[config.mk]
export PLATFORM = sky130hd
export DESIGN_NAME = alu_sequencer_flat
export DESIGN_NICKNAME = d
export VERILOG_FILES = /design/src/rtl/alu_sequencer_pkg.sv /design/src/rtl/alu_sequencer_if.sv /design/src/rtl/alu_sequencer_reg_file.sv /design/src/rtl/alu_sequencer.sv /design/src/flat_wrapper.sv
export SDC_FILE = /design/constraint.sdc
export NUM_CORES = 1
export LEC_CHECK = 0
export CAP_MARGIN = 20
export CORE_MARGIN = 8
export CORE_UTILIZATION = 35
export DETAILED_ROUTE_END_ITERATION = 8
export GPL_ROUTABILITY_DRIVEN = 0
export PLACE_DENSITY = 0.59
export SLEW_MARGIN = 20
export SYNTH_ARGS = -nofsm -noshare
export SYNTH_HDL_FRONTEND = slang
export SYNTH_SLANG_ARGS = --single-unit
[constraint.sdc]
create_clock -name clk -period 6.45 [get_ports clk]
set_input_delay 1.29 -clock clk [delete_from_list [all_inputs] [get_ports clk]]
set_output_delay 1.29 -clock clk [all_outputs]
set_load 0.03 [all_outputs]
[src/rtl/alu_sequencer_pkg.sv]
// Shared definitions for the ALU sequencer: opcode mnemonics, sequencer states and
// instruction field positions (also used by assembler-facing benches).
package alu_sequencer_pkg;

    typedef enum logic [3:0] {
        kADD = 4'd0,
        kSUB = 4'd1,
        kAND = 4'd2,
        kXOR = 4'd3,
        kLDR = 4'd4,
        kLDI = 4'd5,
        kSHL = 4'd6,
        kSHR = 4'd7,
        kNOT = 4'd8,
        kCLR = 4'd9,
        kSTR = 4'd10,
        kMST = 4'd11,
        kMLD = 4'd12,
        kJMP = 4'd13,
        kBRZ = 4'd14,
        kBRN = 4'd15
    } op_mne;

    typedef enum logic [1:0] {
        StIdle,
        StRun,
        StMemWait,
        StDone
    } seq_state_e;

    localparam int unsigned INSTR_W = 9;
    localparam int unsigned OP_MSB  = 8;
    localparam int unsigned OP_LSB  = 5;
    localparam int unsigned IMM_W   = 5;

endpackage

[src/rtl/alu_sequencer_if.sv]
// Bundle of the sequencer's external buses: instruction ROM, data RAM and the ALU.
interface alu_sequencer_if #(
    parameter int unsigned PC_W = 8
);
    logic [PC_W-1:0]                      im_addr;
    logic [alu_sequencer_pkg::INSTR_W-1:0] im_data;
    logic [7:0]                           dm_addr;
    logic [7:0]                           dm_wdata;
    logic                                 dm_we;
    logic [7:0]                           dm_rdata;
    logic [3:0]                           alu_op;
    logic [7:0]                           alu_a;
    logic [7:0]                           alu_acc;
    logic                                 alu_ci;
    logic [7:0]                           alu_res;
    logic                                 alu_co;
    logic                                 alu_neg;

    modport master (
        output im_addr, dm_addr, dm_wdata, dm_we, alu_op, alu_a, alu_acc, alu_ci,
        input  im_data, dm_rdata, alu_res, alu_co, alu_neg
    );

    modport slave (
        input  im_addr, dm_addr, dm_wdata, dm_we, alu_op, alu_a, alu_acc, alu_ci,
        output im_data, dm_rdata, alu_res, alu_co, alu_neg
    );

endinterface

[src/rtl/alu_sequencer_reg_file.sv]
// 8-bit register file: one combinational read port, one synchronous write port.
module alu_sequencer_reg_file #(
    parameter int unsigned AW = 3
) (
    input  logic          clk,
    input  logic          rst,
    input  logic          we_i,
    input  logic [AW-1:0] waddr_i,
    input  logic [7:0]    wdata_i,
    input  logic [AW-1:0] raddr_i,
    output logic [7:0]    rdata_o
);
    localparam int Depth = 2 ** AW;

    logic [7:0] regs_q [Depth];

    always_ff @(posedge clk or posedge rst) begin
        if (rst) begin
            for (int i = 0; i < Depth; i++) begin
                regs_q[i] <= '0;
            end
        end else if (we_i) begin
            regs_q[waddr_i] <= wdata_i;
        end
    end

    assign rdata_o = regs_q[raddr_i];

endmodule

[src/rtl/alu_sequencer.sv]
// Instruction sequencer driving an external ALU: fetch/decode, accumulator and flags,
// PC and branches, register file and data-memory traffic.
module alu_sequencer
    import alu_sequencer_pkg::*;
#(
    parameter int unsigned     PC_W     = 8,
    parameter int unsigned     RF_AW    = 3,
    parameter logic [PC_W-1:0] START_PC = '0
) (
    input  logic                   clk,
    input  logic                   rst,
    input  logic                   start_i,
    alu_sequencer_if.master        bus,
    output logic [7:0]             acc_q_o,
    output logic                   done_o
);
    localparam logic [PC_W-1:0] PcOne = PC_W'(1);

    seq_state_e       state_q, state_d;
    logic [PC_W-1:0]  pc_q, pc_d, pc_inc, pc_off;
    logic [7:0]       acc_q, acc_d;
    logic             co_q, co_d, z_q, z_d, neg_q, neg_d;

    op_mne            op;
    logic [IMM_W-1:0] imm;
    logic [RF_AW-1:0] idx;
    logic [7:0]       rf_rdata;
    logic             rf_we;

    logic [3:0]       alu_op;
    logic [7:0]       alu_a;
    logic             alu_ci;
    logic [7:0]       dm_addr;
    logic             dm_we;

    assign op     = op_mne'(bus.im_data[OP_MSB:OP_LSB]);
    assign imm    = bus.im_data[IMM_W-1:0];
    assign idx    = imm[RF_AW-1:0];
    assign pc_inc = pc_q + PcOne;
    assign pc_off = pc_q + {{(PC_W-IMM_W){imm[IMM_W-1]}}, imm};

    alu_sequencer_reg_file #(
        .AW(RF_AW)
    ) u_reg_file (
        .clk     (clk),
        .rst     (rst),
        .we_i    (rf_we),
        .waddr_i (idx),
        .wdata_i (acc_q),
        .raddr_i (idx),
        .rdata_o (rf_rdata)
    );

    always_comb begin
        state_d = state_q;
        pc_d    = pc_q;
        acc_d   = acc_q;
        co_d    = co_q;
        z_d     = z_q;
        neg_d   = neg_q;
        alu_op  = kCLR;
        alu_a   = '0;
        alu_ci  = 1'b0;
        dm_addr = '0;
        dm_we   = 1'b0;
        rf_we   = 1'b0;

        unique case (state_q)
            StIdle, StDone: begin
                if (start_i) begin
                    state_d = StRun;
                    pc_d    = START_PC;
                end
            end
            StRun: begin
                alu_op = op;
                pc_d   = pc_inc;
                unique case (op)
                    kADD, kSUB: begin
                        alu_a  = rf_rdata;
                        alu_ci = (op == kADD) ? co_q : 1'b0;
                        acc_d  = bus.alu_res;
                        z_d    = (bus.alu_res == 8'd0);
                        co_d   = bus.alu_co;
                        neg_d  = bus.alu_neg;
                    end
                    kAND, kXOR, kLDR, kLDI, kSHR, kNOT: begin
                        if (op == kLDI) begin
                            alu_a = 8'(imm);
                        end else if (op == kSHR) begin
                            alu_a = {5'b0, imm[2:0]};
                        end else if (op != kNOT) begin
                            alu_a = rf_rdata;
                        end
                        acc_d = bus.alu_res;
                        z_d   = (bus.alu_res == 8'd0);
                    end
                    kSHL: begin
                        alu_a = {5'b0, imm[2:0]};
                        acc_d = bus.alu_res;
                        z_d   = (bus.alu_res == 8'd0);
                        co_d  = bus.alu_co;
                    end
                    kCLR: begin
                        acc_d = '0;
                        co_d  = 1'b0;
                        z_d   = 1'b0;
                        neg_d = 1'b0;
                    end
                    kSTR: rf_we = 1'b1;
                    kMST: begin
                        dm_addr = rf_rdata;
                        dm_we   = 1'b1;
                    end
                    kMLD: begin
                        // Address goes out now; the RAM answers next cycle in StMemWait.
                        dm_addr = rf_rdata;
                        state_d = StMemWait;
                        pc_d    = pc_q;
                    end
                    kJMP: begin
                        if (imm == '0) begin
                            state_d = StDone;
                            pc_d    = pc_q;
                        end else begin
                            pc_d = pc_off;
                        end
                    end
                    kBRZ: if (z_q) pc_d = pc_off;
                    kBRN: if (neg_q) pc_d = pc_off;
                endcase
            end
            StMemWait: begin
                acc_d   = bus.dm_rdata;
                z_d     = (bus.dm_rdata == 8'd0);
                pc_d    = pc_inc;
                state_d = StRun;
            end
        endcase
    end

    always_ff @(posedge clk or posedge rst) begin
        if (rst) begin
            state_q <= StIdle;
            pc_q    <= START_PC;
            acc_q   <= '0;
            co_q    <= 1'b0;
            z_q     <= 1'b0;
            neg_q   <= 1'b0;
        end else begin
            state_q <= state_d;
            pc_q    <= pc_d;
            acc_q   <= acc_d;
            co_q    <= co_d;
            z_q     <= z_d;
            neg_q   <= neg_d;
        end
    end

    assign bus.im_addr  = pc_q;
    assign bus.dm_addr  = dm_addr;
    assign bus.dm_wdata = acc_q;
    assign bus.dm_we    = dm_we;
    assign bus.alu_op   = alu_op;
    assign bus.alu_a    = alu_a;
    assign bus.alu_acc  = acc_q;
    assign bus.alu_ci   = alu_ci;
    assign acc_q_o      = acc_q;
    assign done_o       = (state_q == StDone);

endmodule

[src/flat_wrapper.sv]
// flat-port wrapper written by rule: the top's interface ports become plain ports
module alu_sequencer_flat import alu_sequencer_pkg::*;
#(
    parameter int unsigned     PC_W     = 8,
    parameter int unsigned     RF_AW    = 3,
    parameter logic [PC_W-1:0] START_PC = '0
)
  (clk, rst, start_i, acc_q_o, done_o, bus_im_addr, bus_dm_addr, bus_dm_wdata, bus_dm_we, bus_alu_op, bus_alu_a, bus_alu_acc, bus_alu_ci, bus_im_data, bus_dm_rdata, bus_alu_res, bus_alu_co, bus_alu_neg);
  alu_sequencer_if #(.PC_W(PC_W)) bus_i ();
  input  logic clk;
  input  logic rst;
  input  logic start_i;
  output logic [7:0] acc_q_o;
  output logic done_o;
  output wire logic [$bits(bus_i.im_addr)-1:0] bus_im_addr;
  output wire logic [$bits(bus_i.dm_addr)-1:0] bus_dm_addr;
  output wire logic [$bits(bus_i.dm_wdata)-1:0] bus_dm_wdata;
  output wire logic [$bits(bus_i.dm_we)-1:0] bus_dm_we;
  output wire logic [$bits(bus_i.alu_op)-1:0] bus_alu_op;
  output wire logic [$bits(bus_i.alu_a)-1:0] bus_alu_a;
  output wire logic [$bits(bus_i.alu_acc)-1:0] bus_alu_acc;
  output wire logic [$bits(bus_i.alu_ci)-1:0] bus_alu_ci;
  input wire logic [$bits(bus_i.im_data)-1:0] bus_im_data;
  input wire logic [$bits(bus_i.dm_rdata)-1:0] bus_dm_rdata;
  input wire logic [$bits(bus_i.alu_res)-1:0] bus_alu_res;
  input wire logic [$bits(bus_i.alu_co)-1:0] bus_alu_co;
  input wire logic [$bits(bus_i.alu_neg)-1:0] bus_alu_neg;
  assign bus_im_addr = bus_i.im_addr;
  assign bus_dm_addr = bus_i.dm_addr;
  assign bus_dm_wdata = bus_i.dm_wdata;
  assign bus_dm_we = bus_i.dm_we;
  assign bus_alu_op = bus_i.alu_op;
  assign bus_alu_a = bus_i.alu_a;
  assign bus_alu_acc = bus_i.alu_acc;
  assign bus_alu_ci = bus_i.alu_ci;
  assign bus_i.im_data = bus_im_data;
  assign bus_i.dm_rdata = bus_dm_rdata;
  assign bus_i.alu_res = bus_alu_res;
  assign bus_i.alu_co = bus_alu_co;
  assign bus_i.alu_neg = bus_alu_neg;
  alu_sequencer #(.PC_W(PC_W), .RF_AW(RF_AW), .START_PC(START_PC)) u_core (.clk(clk), .rst(rst), .start_i(start_i), .bus(bus_i), .acc_q_o(acc_q_o), .done_o(done_o));
endmodule
* After elaboration in Yosys (flattened, before gate mapping)
Index checks and enable logic that the tools add are counted.
W data, S select, Z words.
** Storage, ports and cells
- Bits in registers :: 85
- Logic and storage cells :: 101
- Output and inout port bits :: 55
- Input port bits :: 30
** Operators by class
- Equality and inequality tests :: 25
- Add/sub/neg operators :: 2
- Bitwise logic cells :: 1
- Magnitude comparators :: 2
- Reduce and logical (&&, ||, !) cells :: 20
- Mux-type cells :: 37
** Operators with widths (number)
- $mux W8 :: 13
- $bwmux W64 :: 1
- $pmux W8 S3 :: 2
- $eq A4 B4 Y1 const B :: 8
- $pmux W8 S2 :: 2
- $pmux W8 S4 :: 1
- $bmux W8 S3 :: 1
- $demux W8 S3 :: 1
- $eq A4 B3 Y1 const B :: 4
- $logic_not A8 Y1 :: 2
- $ne A3 B3 Y1 const B :: 3
- $reduce_or A9 Y1 :: 1
- $add A8 B1 Y8 const B :: 1
- $add A8 B8 Y8 :: 1
- $eq A4 B2 Y1 const B :: 2
- $pmux W1 S2 :: 4
- $mux W1 :: 7
- $pmux W2 S3 :: 1
- $reduce_and A2 Y1 :: 3
- $reduce_and A3 Y1 :: 2
- $reduce_bool A2 Y1 :: 3
- $reduce_or A2 Y1 :: 3
- $reduce_or A6 Y1 :: 1
- $logic_not A5 Y1 :: 1
- 16 further kinds :: 19

* Longest topological paths before layout
Gate-level depths: netlist of run 1.
- Depth after elaboration :: 9
- Gate-level depth with buffers :: 9

* Hierarchy
From an unflattened synthesis of run 1, not the netlist that was laid out.
** Second synthesis, totals
- Cell total of the unflattened synthesis :: 431
- Area total of the unflattened synthesis :: 4999.8 µm²
** Modules (own cells, without submodules)
- alu_sequencer_reg_file :: area each 3009.1 µm², sequential area each 1601.5 µm², cells an instance 173, instances 1
- alu_sequencer :: area each 1990.7 µm², sequential area each 525.5 µm², cells an instance 258, instances 1

* Least setup slack after synthesis of run 1
OpenSTA, ideal clock, no wires.
- Kind :: input to output
- Start :: in bus_im_data[0]
- End :: out bus_alu_a[1]
- Arrival :: 2.952 ns
- Data required time :: 5.160 ns
- Slack :: 2.208 ns
- Buffers on the path :: 3
- Stages on the path :: 7
- Cell sequence :: buf_2 buf_2 buf_2 a21oi_1 a21oi_1 a221oi_1 a211oi_1
** Between the ends
- Longest elaborated chain between the ends :: 9
** Ends and longest elaborated chain
- start: declaration :: line flat_wrapper.sv:23 : input wire logic [$bits(bus_i.im_data)-1:0] bus_im_data;
- $not A3 Y4 (not written as such) * :: line alu_sequencer_reg_file.sv:27 : assign rdata_o = regs_q[raddr_i];
- $bmux W8 S3 * :: line alu_sequencer_reg_file.sv:27
- $mux W8 (not written as such) * (2 in a row) :: line alu_sequencer_reg_file.sv:27
- $mux W8 :: line alu_sequencer.sv:92 : end else if (op != kNOT) begin
- $mux W8 :: line alu_sequencer.sv:90 : end else if (op == kSHR) begin
- $mux W8 :: line alu_sequencer.sv:88 : if (op == kLDI) begin
- $pmux W8 S3 * :: line alu_sequencer.sv:78 : unique case (op)
- $mux W8 * :: line alu_sequencer.sv:68 : unique case (state_q)
- end: declaration :: line flat_wrapper.sv:20 : output wire logic [$bits(bus_i.alu_a)-1:0] bus_alu_a;
Every way passes the cells marked *; elsewhere a longest branch is shown, timed or not. The select of a mux whose other input is x is not followed.

* Worst setup path after layout of run 1
- Start :: in bus_im_data[2]
- End :: out bus_alu_a[3]
Same word-level chain as after synthesis.

==> report_table.html, run 1 <==
<table>
<tr><th>Metric</th><th>Value</th></tr>
<tr><th colspan="2">Timing</th></tr>
<tr><td>Setup TNS</td><td>0 ps</td></tr>
<tr><td>Final hold violation count</td><td>0</td></tr>
<tr><td>Total setup violations reported at the end of the flow</td><td>0</td></tr>
<tr><td>Minimum period implied by the final worst setup slack</td><td>roughly 5400 ps</td></tr>
<tr><td>Final WS setup</td><td>1040 ps</td></tr>
<tr><td>Unrepaired setup endpoints after global routing</td><td>no</td></tr>
<tr><td>Count of final max-slew check failures</td><td>0</td></tr>
<tr><td>Final clock period utilization by the worst path</td><td>83.9%</td></tr>
<tr><td>Max Freq</td><td>0.185 GHz</td></tr>
<tr><td>Relative max-transition margin</td><td>43.4%</td></tr>
<tr><td>Worst Hold Slack</td><td>484 ps</td></tr>
<tr><td>Largest clock skew in the final design</td><td>4.67 ps</td></tr>
<tr><td>Pin slew with the least headroom to its limit</td><td>844 ps</td></tr>
<tr><th colspan="2">Clock tree</th></tr>
<tr><td>Clock net sink count</td><td>85</td></tr>
<tr><td>TritonCTS clock tree</td><td>built</td></tr>
<tr><td>Root buffer cell</td><td>sky130_fd_sc_hd__clkbuf_16</td></tr>
<tr><td>Cts hold-fix bufs</td><td>0</td></tr>
<tr><td>Post-CTS setup-driven buffer insertion count</td><td>0</td></tr>
<tr><td>Clock buffer count from CTS</td><td>9</td></tr>
<tr><td>Worst-case clock buffer depth</td><td>2</td></tr>
<tr><td>Clk pin slew, worst setup/hold paths</td><td>~60 ps</td></tr>
<tr><td>Post-cts resize count</td><td>0</td></tr>
<tr><td>Insertion delay to the later sink of the worst-skew pair</td><td>approximately 340 ps</td></tr>
<tr><td>Number of levels the H-tree was split into</td><td>3</td></tr>
<tr><th colspan="2">Detailed routing</th></tr>
<tr><td>Detailed Route Iter0 Violations</td><td>~260</td></tr>
<tr><td>Antenna-violating nets left</td><td>0</td></tr>
<tr><td>Vias per std cell</td><td>between 5 and 6</td></tr>
<tr><td>Average wire length per cell after detail routing</td><td>18.8 µm</td></tr>
<tr><td>Number of iterations in the first detailed-routing pass</td><td>4</td></tr>
<tr><td>Residual DRC count</td><td>0</td></tr>
<tr><td>Routed Wire Length</td><td>between 10000 and 15000 µm</td></tr>
<tr><td>Vias post-DR</td><td>about 3700</td></tr>
<tr><th colspan="2">Synthesis</th></tr>
<tr><td>Yosys Warn Count</td><td>0</td></tr>
<tr><td>Dominant cell type by area after synthesis</td><td>sky130_fd_sc_hd__dfrtp_1</td></tr>
<tr><td>Ys flop type</td><td>sky130_fd_sc_hd__dfrtp_1</td></tr>
<tr><td>Mapped Nets</td><td>487</td></tr>
<tr><td>Post-synth design cell area</td><td>a little under 0.005 mm²</td></tr>
<tr><td>Leading post-synthesis cells by cell area</td><td>sky130_fd_sc_hd__dfrtp_1 (44%), sky130_fd_sc_hd__mux2_2 (14%), sky130_fd_sc_hd__mux4_2 (3.7%)</td></tr>
<tr><td>Average cell area after synthesis</td><td>10.9 µm²</td></tr>
<tr><td>Most common cell in the synthesized netlist</td><td>sky130_fd_sc_hd__dfrtp_1</td></tr>
<tr><td>Number of distinct standard cells referenced by the synthesized netlist</td><td>52</td></tr>
<tr><td>EDFF count, synth</td><td>0</td></tr>
<tr><td>Proportion of netlist area held by the largest area contributor</td><td>a little over two fifths</td></tr>
<tr><td>Top cells by instance count after synthesis</td><td>sky130_fd_sc_hd__dfrtp_1 (85), sky130_fd_sc_hd__mux2_2 (62), sky130_fd_sc_hd__nor2_1 (36)</td></tr>
<tr><td>Sequential cell area fraction in the yosys report</td><td>a little over two fifths</td></tr>
<tr><td>Flop and latch count out of synthesis</td><td>85</td></tr>
<tr><td>Synth Instances</td><td>445</td></tr>
<tr><td>Post-synth ARST share</td><td>100%</td></tr>
<tr><th colspan="2">Global routing</th></tr>
<tr><td>Final global-route overflow total</td><td>0</td></tr>
<tr><td>Number of antenna violations at the first check in global routing</td><td>0</td></tr>
<tr><td>Largest net degree at the start of global routing</td><td>86</td></tr>
<tr><td>First-pass GRT wire length</td><td>21300 µm</td></tr>
<tr><td>GRT Resource Usage Total</td><td>15.1%</td></tr>
<tr><td>Vias in the first global route</td><td>about 3900</td></tr>
<tr><th colspan="2">Floorplanning</th></tr>
<tr><td>Total Die Area</td><td>0.0179 mm²</td></tr>
<tr><td>Starting density of the core</td><td>35.3%</td></tr>
<tr><td>Die width</td><td>134 µm</td></tr>
<tr><td>CORE AREA</td><td>about 0.014 mm²</td></tr>
<tr><td>Height of the chip</td><td>134 µm</td></tr>
<tr><td>Count of pins on the block boundary</td><td>85</td></tr>
<tr><td>FP Rows</td><td>43</td></tr>
<tr><th colspan="2">Final layout</th></tr>
<tr><td>Ratio of cells with drive above 1 in the final layout</td><td>between 10% and 20%</td></tr>
<tr><td>Antenna cell count</td><td>0</td></tr>
<tr><td>Layout overhead on the synthesized area</td><td>24.4%</td></tr>
<tr><td># nets final</td><td>550</td></tr>
<tr><th colspan="2">Critical path</th></tr>
<tr><td>Slowest cell on the critical path</td><td>sky130_fd_sc_hd__clkdlybuf4s50_1</td></tr>
<tr><td>Worst reg2reg setup slack</td><td>3560 ps</td></tr>
<tr><td>Crit Path Category</td><td>primary input to output pin</td></tr>
<tr><td>R2R Path End</td><td>u_core.u_reg_file.regs_q[6]</td></tr>
<tr><td>Required arrival time at the worst endpoint</td><td>a little over 5000 ps</td></tr>
<tr><td>Startpoint of the worst setup timing path</td><td>bus_im_data[2]</td></tr>
<tr><td>Critical path capture point</td><td>bus_alu_a[3]</td></tr>
<tr><td>FF-to-FF path depth</td><td>6</td></tr>
<tr><td>Type of element launching the critical path</td><td>primary input</td></tr>
<tr><td>Largest stage delay on the critical path</td><td>approximately 940 ps</td></tr>
<tr><td>Worst r2r src</td><td>u_core.state_q[1]</td></tr>
<tr><td>Critical path capture point type</td><td>output pin</td></tr>
<tr><td>Critical-path cell list</td><td>clkdlybuf4s50_1 &gt; buf_4 &gt; mux2i_1 &gt; o21ai_0 &gt; o21ai_0 &gt; o21a_1 &gt; a21oi_1 &gt; o21a_1 &gt; clkdlybuf4s50_1</td></tr>
<tr><td>Data arrival, critical path</td><td>4120 ps</td></tr>
<tr><td>Largest fanout on the critical path</td><td>15</td></tr>
<tr><th colspan="2">Flow run</th></tr>
<tr><td>Count of max-cap constraint violations</td><td>0</td></tr>
<tr><th colspan="2">Placement</th></tr>
<tr><td>Half-perimeter wire length of the detailed placement result</td><td>~9400 µm</td></tr>
<tr><td>Count of input and output buffers</td><td>84</td></tr>
<tr><td>Worst setup slack after placement</td><td>1030 ps</td></tr>
<tr><th colspan="2">Power</th></tr>
<tr><td>Leakage component of the power</td><td>2.67 nW</td></tr>
<tr><td>Power, Total</td><td>2.31 mW</td></tr>
<tr><td>Highest ir drop seen on vdd</td><td>0.202 mV</td></tr>
<tr><td>Total power density per cell area</td><td>383 mW/mm²</td></tr>
<tr><th colspan="2">Hold path</th></tr>
<tr><td>Worst Hold Class</td><td>register to register</td></tr>
<tr><th colspan="2">Outcome</th></tr>
<tr><td>Outcome</td><td>finished, final reports clean</td></tr>
</table>
-- critical path, delay by kind of cell --
family	cells	cell delay, ps
AO/OA/AOI/OAI	5	700
buffers and inverters	3	1890
multiplexers	1	230
-- cell type report --
class                   instances  area [µm²]
clock inverters                 4        50.0
clock buffers                  11         233
multi-input cells             312        2470
inverters                      12        46.3
fillers                      1316        7700
repair buffers                 88         875
well taps                     180         225
flip-flops and latches         85        2130
-- flip-flops by register name (all words and copies together) (netlist names) --
| signal | cells |
|---|---|
| u_core.u_reg_file.regs_q | 64 |
| u_core.acc_q_o | 8 |
| u_core.bus.im_addr | 8 |
| u_core.state_q | 2 |
| u_core.co_q | 1 |
| u_core.neg_q | 1 |
| u_core.z_q | 1 |
-- per-layer routing --
layer	part of all wire [%]	GRT usage (%)	vias to the layer above
li1	-	-	1731
met1	44	18.5	1879
met2	49	25.6	101
met3	4.2	2.82	13
met4	1.9	6.30	0
met5	0	0	-
-- layout by cell type (no fill, tap or decap), types with 10 or more instances in the layout --
cell type,Yosys,final
sky130_fd_sc_hd__mux2i_1,10,10
sky130_fd_sc_hd__nand3_1,16,16
sky130_fd_sc_hd__nand2_1,26,26
sky130_fd_sc_hd__dfrtp_1,85,85
sky130_fd_sc_hd__ha_1,11,11
sky130_fd_sc_hd__clkdlybuf4s50_1,0,84
sky130_fd_sc_hd__nor2b_1,11,11
sky130_fd_sc_hd__nor2_1,36,36
sky130_fd_sc_hd__o21ai_0,18,18
sky130_fd_sc_hd__mux2_2,62,62
sky130_fd_sc_hd__inv_1,11,10
sky130_fd_sc_hd__a21oi_1,15,15
-- through the flow --
stage,instance area [µm²],util (%),std cells
finish,6020,43.9,692
global route,6020,43.9,692
detailed placement,5730,41.8,677
global placement,5730,41.8,677
CTS,6010,43.8,692
floorplan,4840,-,445
-- how the worst min path moves through the flow --
| stage | from | end | slack [ps] | depth (start not counted) |
|---|---|---|---|---|
| after floorplan | u_core.co_q | u_core.co_q | 450 | 1 |
| after global placement | u_core.co_q | u_core.co_q | 470 | 1 |
| after detailed placement | u_core.co_q | u_core.co_q | 470 | 1 |
| after CTS | u_core.co_q | u_core.co_q | 490 | 1 |
| after global routing | u_core.neg_q | u_core.neg_q | 500 | 1 |
| final | u_core.co_q | u_core.co_q | 480 | 1 |
-- where the power goes --
group / switching, mW / internal, mW / leakage, nW
clock network: 0.206 / 0.297 / 0.132
logic: 0.542 / 0.419 / 1.40
registers: 0.176 / 0.669 / 1.15
total: 0.924 / 1.39 / 2.67
-- cell families (layout without fill, tap and decap cells) --
family          after synthesis  count (layout)  share of synthesized area, %
xor+xnor                      9               9                          1.63
compound gates               85              85                          12.0
mux                          82              82                          20.7
simple gates                124             124                          13.2
fa+ha+maj                    12              12                          3.26
buf+inv                      48             115                          5.25
flops                        85              85                          43.9
Note: power is estimated with default switching activity, not from simulation.
==> inputs of run 2 (changes only) <==
- clock period: 6.45 -> 5.5 ns (I/O delays scaled with it)
==> report_table.html, run 2 (synthesized netlist as in run 1, its figures left out) <==
<table>
<tr><th>Metric</th><th>Value</th></tr>
<tr><th colspan="2">Timing</th></tr>
<tr><td>Minimum period implied by the final worst setup slack</td><td>4770 ps</td></tr>
<tr><td>Count of final max-slew check failures</td><td>0 (unchanged)</td></tr>
<tr><td>Setup TNS</td><td>0 ps (unchanged)</td></tr>
<tr><td>Relative max-transition margin</td><td>47.0% (was 43.4%)</td></tr>
<tr><td>Total setup violations reported at the end of the flow</td><td>0 (unchanged)</td></tr>
<tr><td>Final clock period utilization by the worst path</td><td>86.7%</td></tr>
<tr><td>Unrepaired setup endpoints after global routing</td><td>no (unchanged)</td></tr>
<tr><td>Final hold violation count</td><td>0 (unchanged)</td></tr>
<tr><td>Pin slew with the least headroom to its limit</td><td>795 ps (was 844 ps)</td></tr>
<tr><td>Max Freq</td><td>0.210 GHz</td></tr>
<tr><td>Largest clock skew in the final design</td><td>8.19 ps (was 4.67 ps)</td></tr>
<tr><th colspan="2">Placement</th></tr>
<tr><td>Placed instance area</td><td>0.00578 mm² (was 0.00573 mm²)</td></tr>
<tr><td>Count of input and output buffers</td><td>84 (unchanged)</td></tr>
<tr><td>Half-perimeter wire length of the detailed placement result</td><td>9570 µm (was 9390 µm)</td></tr>
<tr><th colspan="2">Clock tree</th></tr>
<tr><td>TritonCTS clock tree</td><td>built (unchanged)</td></tr>
<tr><td>Worst-case clock buffer depth</td><td>2 (unchanged)</td></tr>
<tr><td>Post-cts resize count</td><td>0 (unchanged)</td></tr>
<tr><td>Number of levels the H-tree was split into</td><td>3 (unchanged)</td></tr>
<tr><td>Root buffer cell</td><td>sky130_fd_sc_hd__clkbuf_16 (unchanged)</td></tr>
<tr><td>Post-CTS setup-driven buffer insertion count</td><td>0 (unchanged)</td></tr>
<tr><td>Insertion delay to the later sink of the worst-skew pair</td><td>350 ps (was 340 ps)</td></tr>
<tr><td>Clock buffer count from CTS</td><td>9 (unchanged)</td></tr>
<tr><td>Clock net sink count</td><td>85 (unchanged)</td></tr>
<tr><td>Cts hold-fix bufs</td><td>0 (unchanged)</td></tr>
<tr><td>Clk pin slew, worst setup/hold paths</td><td>60 ps (about the same)</td></tr>
<tr><th colspan="2">Critical path</th></tr>
<tr><td>Required arrival time at the worst endpoint</td><td>4400 ps (was 5160 ps)</td></tr>
<tr><td>Largest fanout on the critical path</td><td>9 (was 15)</td></tr>
<tr><td>Type of element launching the critical path</td><td>primary input (unchanged)</td></tr>
<tr><td>Critical path capture point type</td><td>output pin (unchanged)</td></tr>
<tr><td>FF-to-FF path depth</td><td>6 (unchanged)</td></tr>
<tr><td>Crit Path Category</td><td>primary input to output pin (unchanged)</td></tr>
<tr><td>Data arrival, critical path</td><td>3670 ps (was 4120 ps)</td></tr>
<tr><th colspan="2">Global routing</th></tr>
<tr><td>Final global-route overflow total</td><td>0 (unchanged)</td></tr>
<tr><td>Largest net degree at the start of global routing</td><td>45 (was 86)</td></tr>
<tr><td>Vias in the first global route</td><td>3845 (was 3864)</td></tr>
<tr><td>Number of antenna violations at the first check in global routing</td><td>0 (unchanged)</td></tr>
<tr><td>First-pass GRT wire length</td><td>21200 µm (was 21300 µm)</td></tr>
<tr><td>GRT Resource Usage Total</td><td>15.1% (about the same)</td></tr>
<tr><th colspan="2">Final layout</th></tr>
<tr><td>Most flop-heavy register</td><td>u_core.u_reg_file.regs_q (unchanged)</td></tr>
<tr><td>Most frequent standard cell in the layout excluding fill and tap cells</td><td>sky130_fd_sc_hd__dfrtp_1 (unchanged)</td></tr>
<tr><td>Layout overhead on the synthesized area</td><td>26.3% (was 24.4%)</td></tr>
<tr><td># nets final</td><td>555 (was 550)</td></tr>
<tr><td>Ratio of cells with drive above 1 in the final layout</td><td>21.0% (was 19.7%)</td></tr>
<tr><td>Cell area after layout</td><td>0.00612 mm² (was 0.00602 mm²)</td></tr>
<tr><td>Most frequent cells in the layout</td><td>sky130_fd_sc_hd__dfrtp_1 (85), sky130_fd_sc_hd__clkdlybuf4s50_1 (84), sky130_fd_sc_hd__mux2_2 (62), sky130_fd_sc_hd__nor2_1 (36), sky130_fd_sc_hd__nand2_1 (26) (unchanged)</td></tr>
<tr><td>Antenna cell count</td><td>0 (unchanged)</td></tr>
<tr><td>Flip-flop count of the largest register, all copies and words added</td><td>64 (unchanged)</td></tr>
<tr><th colspan="2">Floorplanning</th></tr>
<tr><td>Starting density of the core</td><td>35.3% (unchanged)</td></tr>
<tr><td>Die width</td><td>134 µm (unchanged)</td></tr>
<tr><td>Total Die Area</td><td>0.0179 mm² (unchanged)</td></tr>
<tr><td>Count of pins on the block boundary</td><td>85 (unchanged)</td></tr>
<tr><td>CORE AREA</td><td>0.0137 mm² (unchanged)</td></tr>
<tr><td>Height of the chip</td><td>134 µm (unchanged)</td></tr>
<tr><td>FP Rows</td><td>43 (unchanged)</td></tr>
<tr><th colspan="2">Detailed routing</th></tr>
<tr><td>Number of iterations in the first detailed-routing pass</td><td>4 (unchanged)</td></tr>
<tr><td>Antenna-violating nets left</td><td>0 (unchanged)</td></tr>
<tr><td>Average wire length per cell after detail routing</td><td>18.8 µm (about the same)</td></tr>
<tr><td>Vias per std cell</td><td>5.28 (was 5.38)</td></tr>
<tr><td>Detailed Route Iter0 Violations</td><td>241 (was 261)</td></tr>
<tr><td>Residual DRC count</td><td>0 (unchanged)</td></tr>
<tr><td>Routed Wire Length</td><td>13100 µm (was 13000 µm)</td></tr>
<tr><td>Vias post-DR</td><td>3682 (was 3724)</td></tr>
<tr><th colspan="2">Power</th></tr>
<tr><td>Highest ir drop seen on vdd</td><td>0.291 mV (was 0.202 mV)</td></tr>
<tr><td>Power, Total</td><td>2.79 mW (was 2.31 mW)</td></tr>
<tr><td>Total power density per cell area</td><td>456 mW/mm² (was 383 mW/mm²)</td></tr>
<tr><td>Leakage component of the power</td><td>2.73 nW (was 2.67 nW)</td></tr>
<tr><th colspan="2">Outcome</th></tr>
<tr><td>Outcome</td><td>finished, final reports clean (unchanged)</td></tr>
<tr><th colspan="2">Hold path</th></tr>
<tr><td>Worst Hold Class</td><td>register to register (unchanged)</td></tr>
<tr><td>Hold Path Depth</td><td>1 (unchanged)</td></tr>
<tr><th colspan="2">Flow run</th></tr>
<tr><td>Count of max-cap constraint violations</td><td>0 (unchanged)</td></tr>
</table>
[run 2: final timing paths]
check	start	slack, ps	to
max in group asynchronous	rst	3290	u_core.u_reg_file.regs_q[43]
min in group asynchronous	rst	1180	u_core.bus.im_addr[6]
min reg2reg	u_core.u_reg_file.regs_q[49]	500	u_core.u_reg_file.regs_q[49]
max reg2reg	u_core.state_q[1]	2640	u_core.u_reg_file.regs_q[20]
min	u_core.u_reg_file.regs_q[49]	500	u_core.u_reg_file.regs_q[49]
max	bus_im_data[0]	730	bus_alu_a[4]
[run 2: cell type report]
cell class              count  area, µm²
clock buffers               9        225
repair buffers             93        921
inverters                  12       46.3
fillers                  1317       7600
multi-input cells         312       2470
clock inverters             7        104
flip-flops and latches     85       2130
well taps                 180        225
[run 2: routing by layer]
metal | vias to the layer above | share of wire [%] | wire length [µm] | GRT usage [%]
met5 | - | 0 | 0 | 0
met4 | 0 | 2.2 | 289 | 7.24
met3 | 19 | 3.9 | 516 | 2.82
met2 | 89 | 49 | 6500 | 24.9
met1 | 1817 | 44 | 5840 | 18.6
li1 | 1757 | - | - | -
[run 2: per-stage QoR]
| step | hold slack, ps | std cells | utilization (%) | worst slack, ps |
|---|---|---|---|---|
| 3_5_place_dp | 480 | 682 | 42.1 | 722 |
| 4_1_cts | 499 | 698 | 44.5 | 721 |
| 2_1_floorplan | 449 | 445 | - | 1640 |
| 3_3_place_gp | 465 | 682 | 42.1 | 738 |
| 5_1_grt | 505 | 698 | 44.6 | 603 |
| 6_report | 501 | 698 | 44.6 | 732 |
[run 2: where the power goes]
part           switching [mW]  leakage (nW)  internal [mW]
Sequential              0.203          1.15          0.784
Clock                   0.270         0.161          0.404
Combinational           0.634          1.42          0.495
Total                    1.11          2.73           1.68
[run 2: worst max-delay path, cell delays in order]
cell and delay, ps:
sky130_fd_sc_hd__clkdlybuf4s50_1 770, sky130_fd_sc_hd__mux4_2 560, sky130_fd_sc_hd__mux2i_1 270, sky130_fd_sc_hd__a21oi_1 70, sky130_fd_sc_hd__nor2_1 220, sky130_fd_sc_hd__nor2_1 60
sky130_fd_sc_hd__clkdlybuf4s50_1 600
